### config.mk
export PLATFORM = sky130hd
export DESIGN_NAME = fetch_pair_queue_flat
export DESIGN_NICKNAME = d
export VERILOG_FILES = /design/src/rtl/fetch_pair_queue_if.sv /design/src/rtl/fetch_pair_queue.sv /design/src/flat_wrapper.sv
export SDC_FILE = /design/constraint.sdc
export NUM_CORES = 1
export LEC_CHECK = 0
export CAP_MARGIN = 10
export CELL_PAD_IN_SITES_DETAIL_PLACEMENT = 1
export CELL_PAD_IN_SITES_GLOBAL_PLACEMENT = 2
export CORE_MARGIN = 4
export CORE_UTILIZATION = 34
export CTS_CLUSTER_DIAMETER = 100
export CTS_CLUSTER_SIZE = 10
export DETAILED_ROUTE_END_ITERATION = 10
export GPL_ROUTABILITY_DRIVEN = 0
export PLACE_DENSITY_LB_ADDON = 0.1
export SETUP_SLACK_MARGIN = 0.05
export SYNTH_ARGS = -nofsm -noshare
export SYNTH_HDL_FRONTEND = slang
export SYNTH_SLANG_ARGS = --single-unit
### constraint.sdc
create_clock -name clock -period 8.5 [get_ports clock]
set_input_delay 1.275 -clock clock [delete_from_list [all_inputs] [get_ports clock]]
set_output_delay 1.275 -clock clock [all_outputs]
set_load 0.05 [all_outputs]
### src/rtl/fetch_pair_queue_if.sv
// Handshake bundle between fetch, the pair queue and dual decode.
// The master side is fetch/decode. The slave side is the queue.
interface fetch_pair_queue_if #(
  parameter int unsigned DEPTH  = 8,
  parameter int unsigned ADDR_W = 12,
  parameter int unsigned DATA_W = 32
);
  localparam int unsigned CntW = $clog2(DEPTH) + 1;

  logic              flush;
  logic [1:0]        in_count;
  logic [ADDR_W-1:0] in_pc0;
  logic [DATA_W-1:0] in_instr0;
  logic [ADDR_W-1:0] in_pc1;
  logic [DATA_W-1:0] in_instr1;
  logic              in_ready;
  logic [1:0]        deq_count;
  logic              out_valid0;
  logic [ADDR_W-1:0] out_pc0;
  logic [DATA_W-1:0] out_instr0;
  logic              out_valid1;
  logic [ADDR_W-1:0] out_pc1;
  logic [DATA_W-1:0] out_instr1;
  logic [CntW-1:0]   count;

  modport master (
    output flush, in_count, in_pc0, in_instr0, in_pc1, in_instr1, deq_count,
    input  in_ready, out_valid0, out_pc0, out_instr0, out_valid1, out_pc1, out_instr1, count
  );

  modport slave (
    input  flush, in_count, in_pc0, in_instr0, in_pc1, in_instr1, deq_count,
    output in_ready, out_valid0, out_pc0, out_instr0, out_valid1, out_pc1, out_instr1, count
  );
endinterface

### src/rtl/fetch_pair_queue.sv
// Dual-issue in-order instruction queue. Up to two {pc, instr} pushes and pops per cycle.
// Reads are show-ahead. Pushes are accepted only in pairs of free space.
module fetch_pair_queue #(
  parameter int unsigned DEPTH  = 8,
  parameter int unsigned ADDR_W = 12,
  parameter int unsigned DATA_W = 32
) (
  input logic               clock,
  input logic               reset,
  fetch_pair_queue_if.slave bus
);
  localparam int unsigned PtrW = $clog2(DEPTH);
  localparam int unsigned CntW = PtrW + 1;

  logic [ADDR_W-1:0] pc_mem_q    [DEPTH];
  logic [ADDR_W-1:0] pc_mem_d    [DEPTH];
  logic [DATA_W-1:0] instr_mem_q [DEPTH];
  logic [DATA_W-1:0] instr_mem_d [DEPTH];

  logic [PtrW-1:0] rd_ptr_q, rd_ptr_d;
  logic [PtrW-1:0] wr_ptr_q, wr_ptr_d;
  logic [CntW-1:0] cnt_q, cnt_d;

  logic            ready;
  logic [1:0]      enq;
  logic [1:0]      deq_req;
  logic [1:0]      deq;
  logic [PtrW-1:0] rd_ptr_p1;
  logic [PtrW-1:0] wr_ptr_p1;

  assign rd_ptr_p1 = rd_ptr_q + 1'b1;
  assign wr_ptr_p1 = wr_ptr_q + 1'b1;

  // Acceptance uses registered occupancy only, so a same-cycle pop never frees space.
  assign ready = (cnt_q <= CntW'(DEPTH - 2));

  always_comb begin
    enq     = 2'd0;
    deq_req = bus.deq_count;
    deq     = 2'd0;
    if (ready && (bus.in_count != 2'd3)) begin
      enq = bus.in_count;
    end
    if (bus.deq_count == 2'd3) begin
      deq_req = 2'd2;
    end
    if ({{(CntW-2){1'b0}}, deq_req} > cnt_q) begin
      deq = cnt_q[1:0];
    end else begin
      deq = deq_req;
    end
  end

  always_comb begin
    rd_ptr_d    = rd_ptr_q;
    wr_ptr_d    = wr_ptr_q;
    cnt_d       = cnt_q;
    pc_mem_d    = pc_mem_q;
    instr_mem_d = instr_mem_q;
    if (bus.flush) begin
      rd_ptr_d = '0;
      wr_ptr_d = '0;
      cnt_d    = '0;
    end else begin
      if (enq != 2'd0) begin
        pc_mem_d[wr_ptr_q]    = bus.in_pc0;
        instr_mem_d[wr_ptr_q] = bus.in_instr0;
      end
      if (enq == 2'd2) begin
        pc_mem_d[wr_ptr_p1]    = bus.in_pc1;
        instr_mem_d[wr_ptr_p1] = bus.in_instr1;
      end
      wr_ptr_d = wr_ptr_q + PtrW'(enq);
      rd_ptr_d = rd_ptr_q + PtrW'(deq);
      cnt_d    = cnt_q + CntW'(enq) - CntW'(deq);
    end
  end

  always_ff @(posedge clock) begin
    if (reset) begin
      rd_ptr_q <= '0;
      wr_ptr_q <= '0;
      cnt_q    <= '0;
    end else begin
      rd_ptr_q <= rd_ptr_d;
      wr_ptr_q <= wr_ptr_d;
      cnt_q    <= cnt_d;
    end
  end

  // Storage needs no reset; validity is tracked by cnt_q alone.
  always_ff @(posedge clock) begin
    pc_mem_q    <= pc_mem_d;
    instr_mem_q <= instr_mem_d;
  end

  always_comb begin
    bus.out_valid0 = (cnt_q != '0);
    bus.out_valid1 = (cnt_q >= CntW'(2));
    bus.out_pc0    = '0;
    bus.out_instr0 = '0;
    bus.out_pc1    = '0;
    bus.out_instr1 = '0;
    if (bus.out_valid0) begin
      bus.out_pc0    = pc_mem_q[rd_ptr_q];
      bus.out_instr0 = instr_mem_q[rd_ptr_q];
    end
    if (bus.out_valid1) begin
      bus.out_pc1    = pc_mem_q[rd_ptr_p1];
      bus.out_instr1 = instr_mem_q[rd_ptr_p1];
    end
  end

  assign bus.in_ready = ready;
  assign bus.count    = cnt_q;
endmodule

### src/flat_wrapper.sv
// flat-port wrapper written by rule: the top's interface ports become plain ports
module fetch_pair_queue_flat 
#(
  parameter int unsigned DEPTH  = 8,
  parameter int unsigned ADDR_W = 12,
  parameter int unsigned DATA_W = 32
)
  (clock, reset, bus_flush, bus_in_count, bus_in_pc0, bus_in_instr0, bus_in_pc1, bus_in_instr1, bus_deq_count, bus_in_ready, bus_out_valid0, bus_out_pc0, bus_out_instr0, bus_out_valid1, bus_out_pc1, bus_out_instr1, bus_count);
  fetch_pair_queue_if #(.DEPTH(DEPTH), .ADDR_W(ADDR_W), .DATA_W(DATA_W)) bus_i ();
  input logic clock;
  input logic reset;
  input wire logic [$bits(bus_i.flush)-1:0] bus_flush;
  input wire logic [$bits(bus_i.in_count)-1:0] bus_in_count;
  input wire logic [$bits(bus_i.in_pc0)-1:0] bus_in_pc0;
  input wire logic [$bits(bus_i.in_instr0)-1:0] bus_in_instr0;
  input wire logic [$bits(bus_i.in_pc1)-1:0] bus_in_pc1;
  input wire logic [$bits(bus_i.in_instr1)-1:0] bus_in_instr1;
  input wire logic [$bits(bus_i.deq_count)-1:0] bus_deq_count;
  output wire logic [$bits(bus_i.in_ready)-1:0] bus_in_ready;
  output wire logic [$bits(bus_i.out_valid0)-1:0] bus_out_valid0;
  output wire logic [$bits(bus_i.out_pc0)-1:0] bus_out_pc0;
  output wire logic [$bits(bus_i.out_instr0)-1:0] bus_out_instr0;
  output wire logic [$bits(bus_i.out_valid1)-1:0] bus_out_valid1;
  output wire logic [$bits(bus_i.out_pc1)-1:0] bus_out_pc1;
  output wire logic [$bits(bus_i.out_instr1)-1:0] bus_out_instr1;
  output wire logic [$bits(bus_i.count)-1:0] bus_count;
  assign bus_i.flush = bus_flush;
  assign bus_i.in_count = bus_in_count;
  assign bus_i.in_pc0 = bus_in_pc0;
  assign bus_i.in_instr0 = bus_in_instr0;
  assign bus_i.in_pc1 = bus_in_pc1;
  assign bus_i.in_instr1 = bus_in_instr1;
  assign bus_i.deq_count = bus_deq_count;
  assign bus_in_ready = bus_i.in_ready;
  assign bus_out_valid0 = bus_i.out_valid0;
  assign bus_out_pc0 = bus_i.out_pc0;
  assign bus_out_instr0 = bus_i.out_instr0;
  assign bus_out_valid1 = bus_i.out_valid1;
  assign bus_out_pc1 = bus_i.out_pc1;
  assign bus_out_instr1 = bus_i.out_instr1;
  assign bus_count = bus_i.count;
  fetch_pair_queue #(.DEPTH(DEPTH), .ADDR_W(ADDR_W), .DATA_W(DATA_W)) u_core (.clock(clock), .reset(reset), .bus(bus_i));
endmodule
After elaboration in Yosys (flattened, before gate mapping) --
Cells that the tools add are included.
Cells by class: bitwise operators 4, add/subtract/negate cells 6, mux-type cells 37, reductions and logical operators 6, equal/unequal tests 3, order comparisons 9
Operators with widths (count):
- $mux W256 | 3
- $bwmux W256 | 2
- $mux W96 | 3
- $mux W32 | 8
- $bmux W32 S3 | 2
- $bwmux W96 | 2
- $demux W32 S3 | 2
- $mux W12 | 8
- $bmux W12 S3 | 2
- $demux W12 S3 | 2
- $ge A4 B4 Y1 const B | 4
- $not A3 Y4 | 4
- $lt A4 B1 Y1 const B | 2
- $add A3 B1 Y3 const B | 2
- $add A3 B2 Y3 | 2
- $mux W2 | 3
- $add A4 B2 Y4 | 1
- $eq A2 B2 Y1 const B | 2
- $ge A4 B2 Y1 const B | 1
- $gt A2 B4 Y1 | 1
- $le A4 B3 Y1 const B | 1
- $reduce_bool A4 Y1 | 1
- $sub A4 B2 Y4 | 1
- $logic_and A1 B1 Y1 | 3
- 3 further kinds | 3
Storage, ports and cells: bits of input ports 95, register bits 362

Longest topological paths before layout --
Gate-level depths: netlist of run 1.
depth after elaboration 10, mapped depth 15, depth with buffers taken out 13

Worst setup path before layout of run 1 --
OpenSTA, ideal clock, no wires.
path type input -> register, start point in bus_flush, end point reg u_core.instr_mem_q[0] (netlist bit), enable pin, data arrival time 8.049 ns, slack -0.248 ns, stages on the path 1, library setup time 0.699 ns, data required time 7.801 ns, path buffers 0, cell sequence inv_1
RTL lines:
- start, declared | RTL line flat_wrapper.sv:12 | input wire logic [$bits(bus_i.flush)-1:0] bus_flush;
- end signal, assigned | RTL line fetch_pair_queue.sv:94 | instr_mem_q <= instr_mem_d;
- end, declared | RTL line fetch_pair_queue.sv:17 | logic [DATA_W-1:0] instr_mem_q [DEPTH];
No word-level cell between the ends.

Worst setup path in the final report of run 1 --
start point reg u_core.rd_ptr_q[0], end point out bus_out_pc1[11]
On the way: word-level cells in the longest chain between the ends 6
RTL lines:
- start, declared | RTL line fetch_pair_queue.sv:20 | logic [PtrW-1:0] rd_ptr_q, rd_ptr_d;
- start signal, assigned | RTL line fetch_pair_queue.sv:85 | rd_ptr_q <= rd_ptr_d;
- $add A3 B1 Y3 | RTL line fetch_pair_queue.sv:31 | assign rd_ptr_p1 = rd_ptr_q + 1'b1;
- $not A3 Y4 (not written as such) | RTL line fetch_pair_queue.sv:109 | bus.out_pc1 = pc_mem_q[rd_ptr_p1];
- $bmux W12 S3 | RTL line fetch_pair_queue.sv:109
- $mux W12 (not written as such) (2 in a row) | RTL line fetch_pair_queue.sv:109
- $mux W12 | RTL line fetch_pair_queue.sv:108 | if (bus.out_valid1) begin
- end, declared | RTL line flat_wrapper.sv:24 | output wire logic [$bits(bus_i.out_pc1)-1:0] bus_out_pc1;
No other way between the ends. The select of a mux whose other input is x is not followed.

==> results of run 1 <==
-- worst min-delay path, stage by stage, from the launching register on --
cell	delay, ns
edfxtp_1	0.37
nand2_1	0.07
a31oi_1	0.12
-- sequential cells by signal, summed over array words and instances, names as in the netlist --
name / count
u_core.pc_mem_q: 96
u_core.wr_ptr_q: 3
u_core.instr_mem_q: 256
u_core.rd_ptr_q: 3
u_core.bus.count: 4
-- worst max path at each step --
stage | start | to | cells past startpoint
2_1_floorplan | bus_flush | u_core.instr_mem_q[0] | 1
3_3_place_gp | u_core.rd_ptr_q[0] | bus_out_instr1[30] | 6
3_5_place_dp | u_core.rd_ptr_q[0] | bus_out_instr1[30] | 6
4_1_cts | u_core.rd_ptr_q[0] | bus_out_instr1[30] | 6
5_1_grt | u_core.rd_ptr_q[0] | bus_out_instr1[30] | 6
6_report | u_core.rd_ptr_q[0] | bus_out_pc1[11] | 6
-- area by class of cell --
type	count	area, µm²
Antenna cell	3	7.51
Clock buffer	59	1140
Clock inverter	3	42.5
Fill cell	7905	42900
Inverter	16	63.8
Multi-Input combinational cell	1898	12100
Sequential cell	362	10800
Tap cell	940	1180
Timing Repair Buffer	232	2270
-- where the power goes --
group | internal (W) | switching (W) | total (W)
Clock | 0.000950 | 0.000792 | 0.00174
Sequential | 0.00219 | 0.000177 | 0.00236
Combinational | 0.00107 | 0.00187 | 0.00293
-- cell usage in the layout, fill, tap and decap left out, types with 8 or more instances in the layout --
cell             synthesis  routed
a21oi_1                 45      45
inv_1                   16      15
clkbuf_16                0      43
ha_1                    13      12
clkdlybuf4s50_1          0     189
and4_4                   0       8
nand4_1                 16      16
a31oi_1                352     352
nor2_1                 403     403
buf_4                   46      38
nand2_1                795     795
edfxtp_1               352     352
clkbuf_1               108      16
mux2i_1                 45      45
mux4_2                 176     176
-- metal layers --
| layer | track usage | routed length, µm | vias up |
|---|---|---|---|
| met3 | 0.0409 | 7320 | 139 |
| met5 | 0 | 0 | - |
| met2 | 0.425 | 47600 | 855 |
| li1 | - | - | 9181 |
| met4 | 0.0576 | 2140 | 0 |
| met1 | 0.366 | 43700 | 11000 |
-- cells by family after synthesis --
| kind of cell | after synthesis | share of synthesized area |
|---|---|---|
| compound gates | 403 | 0.101 |
| simple gates | 1248 | 0.199 |
| fa+ha+maj | 17 | 0.00995 |
| buf+inv | 320 | 0.0638 |
| xor+xnor | 9 | 0.00323 |
| flops | 362 | 0.442 |
| mux | 221 | 0.181 |
-- metrics by stage --
| stage | setup slack (ns) | instances | cell area (µm²) | power [W] |
|---|---|---|---|---|
| 6_report | 2.17 | 3513 | 27600 | 0.00704 |
| 5_1_grt | 1.88 | 3511 | 27600 | 0.00733 |
| 4_1_cts | 2.09 | 3509 | 27600 | 0.00710 |
| 3_5_place_dp | 2.72 | 3447 | 26400 | 0.00535 |
| 3_3_place_gp | 2.78 | 3446 | 26400 | 0.00529 |
| 2_1_floorplan | 1.64 | 2580 | 24400 | 0.00433 |
==> run metrics, run 1 <==
status=finished clean; hpwl dp=55.0 mm; max-slew violation count=0; Req. time, crit path=7.22 ns; post-CTS sizing=0; gr usage total=0.259; relative slew slack=0.123; clk_skew=0.0159 ns; Hold WC Path Type=register to register; cell area after synthesis=roughly 24000 µm²; max-cap violations=0; slowest cell delay on critical path=1.04 ns; Bufs and invs on worst path=2; Worst Hold End=u_core.instr_mem_q[127]; # port buffers=189; Slew @ Worst Pin=1.31 ns; drt first pass iters=5; die area=76100 µm²; Synth top area share=0.433; syn_area_per_cell=9.45 µm²; Synth Register Bits=362; Die W=approximately 280 µm; Post-synth ARST share=0; I/O Pins=190; Worst R2R Setup Slack=~4.6 ns; vias in the first global route=21400; DR vias/cell=6.03; Total Negative Setup Slacks=0 ns; Core Area=70500 µm²; FF-to-FF path depth=7; DRT iter0 DRCs=2070; Post-synth EDFFs=around 350; Remaining Overflow, GRT=0; Residual DRC=0; main flop type after synthesis=edfxtp_1; layout cells sized above 1=0.111; Commonest cells post-synth=nand2_1, nor2_1, a31oi_1, edfxtp_1, mux4_2; Setup Crit Path Kind=register to primary output; crit-path max FO=63; Seq/Total Area, Yosys=0.442; WHS Path Cells=2; Synth area leader=edfxtp_1; Clock Tree Root=clkbuf_16; synthesized instance count=2580; height of the die=276 µm; Final period util=0.745; antenna viol nets, final=0; CTS Buf Count=42; ranking of synthesized cells by area=edfxtp_1, mux4_2, nand2_1, a31oi_1, nor2_1; cts hold-fix bufs=0; clk sinks=362; drt total wl=101 mm; Setup-failing EPs final=0; largest net degree at the start of global routing=165; Finished Core Util=0.392; maximum vdd ir drop=0.000176 V; Tmin final=6.33 ns; yosys warns=0; Clock transition at path regs=0.06 ns; via count=roughly 21000; clk_lat worst skew=roughly 0.58 ns; worst r2r src=u_core.bus.count[3]; Core Rows=just under 100; H-tree depth=2; CP arrival=5.06 ns; Peak Freq=0.158 GHz; initial core utilization=0.346; unrepaired setup endpoints after global routing=false; CTS tree=built; Area growth syn-to-layout=13.2%; initial antenna violation count=3; Wirelength per Cell=roughly 29 µm; global-route wire length before repair=146 mm; Hold Fails Final Rpt=0; Syn Nets=2692; RR Endpoint=u_core.instr_mem_q[144]; Worst Min Path Start=u_core.instr_mem_q[127]; worst-path cell chain=ha_4 > xor2_4 > buf_4 > nand2_1 > a21oi_1 > clkdlybuf4s50_1; startpoint types=register; pwr dens=255 nW/µm²; synth unique cells=39; most instantiated library cell after synthesis=nand2_1; Hold WS=0.670 ns; Crit-path slowest cell=dfxtp_4; Top delay family on crit path=buffers and inverters; CTS max path bufs=3; Leakage=9.65 nW; fin nets=2664; Post-CTS Setup Inserts=0; Critical Path End Type=primary output
(Power assumes the default switching activity.)
==> inputs of run 2 (changes only) <==
- CORE_UTILIZATION: 34 -> 38
- clock period: 8.5 -> 6.5 ns (I/O delays scaled with it)
==> run metrics, run 2 (synthesis results as in run 1) <==
status=finished clean (unchanged); P_sw=0.00369 W (was 0.00283 W); CTS tree=built (unchanged); pwr dens=334 nW/µm² (was 255 nW/µm²); Post-CTS Setup Inserts=0 (unchanged); clk sinks=362 (unchanged); die area=68300 µm² (was 76100 µm²); final worst-path setup slack=1.33 ns (was 2.17 ns); crit-path max FO=40 (was 63); slowest cell delay on critical path=0.89 ns (was 1.04 ns); gr usage total=0.283 (was 0.259); post-CTS sizing=0 (unchanged); Clock Tree Root=clkbuf_16 (unchanged); number of flip-flops in the largest register=256 (unchanged); CTS max path bufs=3 (unchanged); Core Area=63300 µm² (was 70500 µm²); fin nets=2672 (was 2664); Critical Path End Type=primary output (unchanged); maximum vdd ir drop=0.000288 V (was 0.000176 V); Remaining Overflow, GRT=0 (unchanged); Wirelength per Cell=28.4 µm (was 28.7 µm); Area growth syn-to-layout=13.0% (was 13.2%); worst-path cell chain=ha_4 > xor2_4 > buf_4 > nand2_1 > a21oi_1 > clkdlybuf4s50_1 (unchanged); cts hold-fix bufs=0 (unchanged); initial core utilization=0.385 (was 0.346); Crit-path slowest cell=clkdlybuf4s50_1 (was dfxtp_4); I/O Pins=190 (unchanged); antenna viol nets, final=0 (unchanged); worst slack at placement=1.81 ns (was 2.72 ns); CTS Buf Count=42 (unchanged); Largest Register=u_core.instr_mem_q (unchanged); layout cells sized above 1=0.114 (was 0.111); initial antenna violation count=3 (unchanged); H-tree depth=2 (unchanged); DRT iter0 DRCs=1936 (was 2070); Clock transition at path regs=0.06 ns (about the same); commonest cells after routing, fill and taps aside=nand2_1, nor2_1, a31oi_1, edfxtp_1, clkdlybuf4s50_1 (unchanged); Clock power frac=0.248 (was 0.247); relative slew slack=0.163 (was 0.123); placed cells=3362 (was 3447); Die W=261 µm (was 276 µm); drt total wl=97.6 mm (was 101 mm); startpoint types=register (unchanged); DR vias/cell=6.22 (was 6.03); Tmin final=between 5 and 6 ns; Non-Filler Instances=3429 (was 3513); Leakage=9.70 nW (was 9.65 nW); Setup-failing EPs final=0 (unchanged); clk_lat worst skew=0.58 ns (about the same); P_int=0.00551 W (was 0.00420 W); max-slew violation count=0 (unchanged); global-route wire length before repair=145 mm (was 146 mm); CP arrival=4.20 ns (was 5.06 ns); sequential power share=0.333 (was 0.336); Final period util=0.796; Core Rows=92 (was 97); Hold WC Path Type=register to register (unchanged); height of the die=261 µm (was 276 µm); Setup Crit Path Kind=register to primary output (unchanged); max-cap violations=0 (unchanged); Residual DRC=0 (unchanged); hpwl dp=54.5 mm (was 55.0 mm); unrepaired setup endpoints after global routing=false (unchanged); Slew @ Worst Pin=1.25 ns (was 1.31 ns); Req. time, crit path=5.52 ns (was 7.22 ns); drt first pass iters=5 (unchanged); commonest non-fill, non-tap cell in the layout=nand2_1 (unchanged); switching share of power=0.402 (was 0.403); Peak Freq=a little under 0.2 GHz; vias in the first global route=22200 (was 21400); Hold Fails Final Rpt=0 (unchanged); clk_skew=0.0187 ns (was 0.0159 ns); Comb pwr share=0.419 (was 0.417); largest net degree at the start of global routing=153 (was 165); via count=21300 (was 21200); # port buffers=189 (unchanged)
## run 2: final timing paths
path,cells after the start,start,to,slack (ns)
setup / recovery,6,u_core.rd_ptr_q[0],bus_out_instr1[3],1.33
hold / removal,2,u_core.instr_mem_q[254],u_core.instr_mem_q[254],0.68
setup reg to reg,7,u_core.bus.count[3],u_core.instr_mem_q[202],2.75
hold reg to reg,2,u_core.instr_mem_q[254],u_core.instr_mem_q[254],0.68
## run 2: layout make-up
class                           instances  area, µm²
Tap cell                              846       1060
Timing Repair Buffer                  240       2310
Clock buffer                           61       1190
Fill cell                            7112      35800
Clock inverter                          2       12.5
Antenna cell                            4       10.0
Multi-Input combinational cell       1898      12100
Inverter                               16       63.8
Sequential cell                       362      10800
## run 2: power by group through the flow
stage / registers, W / clock network (W) / logic, W
2_1_floorplan: 0.00304 / 0 / 0.00263
3_3_place_gp: 0.00308 / 0 / 0.00380
3_5_place_dp: 0.00310 / 0 / 0.00386
4_1_cts: 0.00305 / 0.00233 / 0.00387
5_1_grt: 0.00309 / 0.00241 / 0.00407
6_report: 0.00306 / 0.00228 / 0.00385
## run 2: per-stage QoR
| stage | TNS, ns | hold slack, ns | instance area, µm² | util | power, W |
|---|---|---|---|---|---|
| after global placement | 0 | 0.640 | 26300 | 0.416 | 0.00689 |
| final | 0 | 0.683 | 27600 | 0.435 | 0.00920 |
| after CTS | 0 | 0.681 | 27500 | 0.435 | 0.00925 |
| after detailed placement | 0 | 0.668 | 26300 | 0.416 | 0.00696 |
| after floorplan | -19.88 | 0.578 | 24400 | - | 0.00567 |
| after global routing | 0 | 0.711 | 27500 | 0.435 | 0.00956 |
## run 2: worst max-delay path, delay by kind of cell, from the launching register on
family	cells	cell delay [ns]
flops	1	0.81
simple gates	1	0.10
xor+xnor	1	0.64
fa+ha+maj	1	0.29
compound gates	1	0.31
buf+inv	2	1.42
## run 2: metal layers
layer	vias up	routed length, µm	global-route usage
li1	9204	-	-
met4	0	2310	0.0768
met1	11100	41300	0.391
met2	901	46300	0.464
met3	148	7700	0.0503
met5	-	0	0
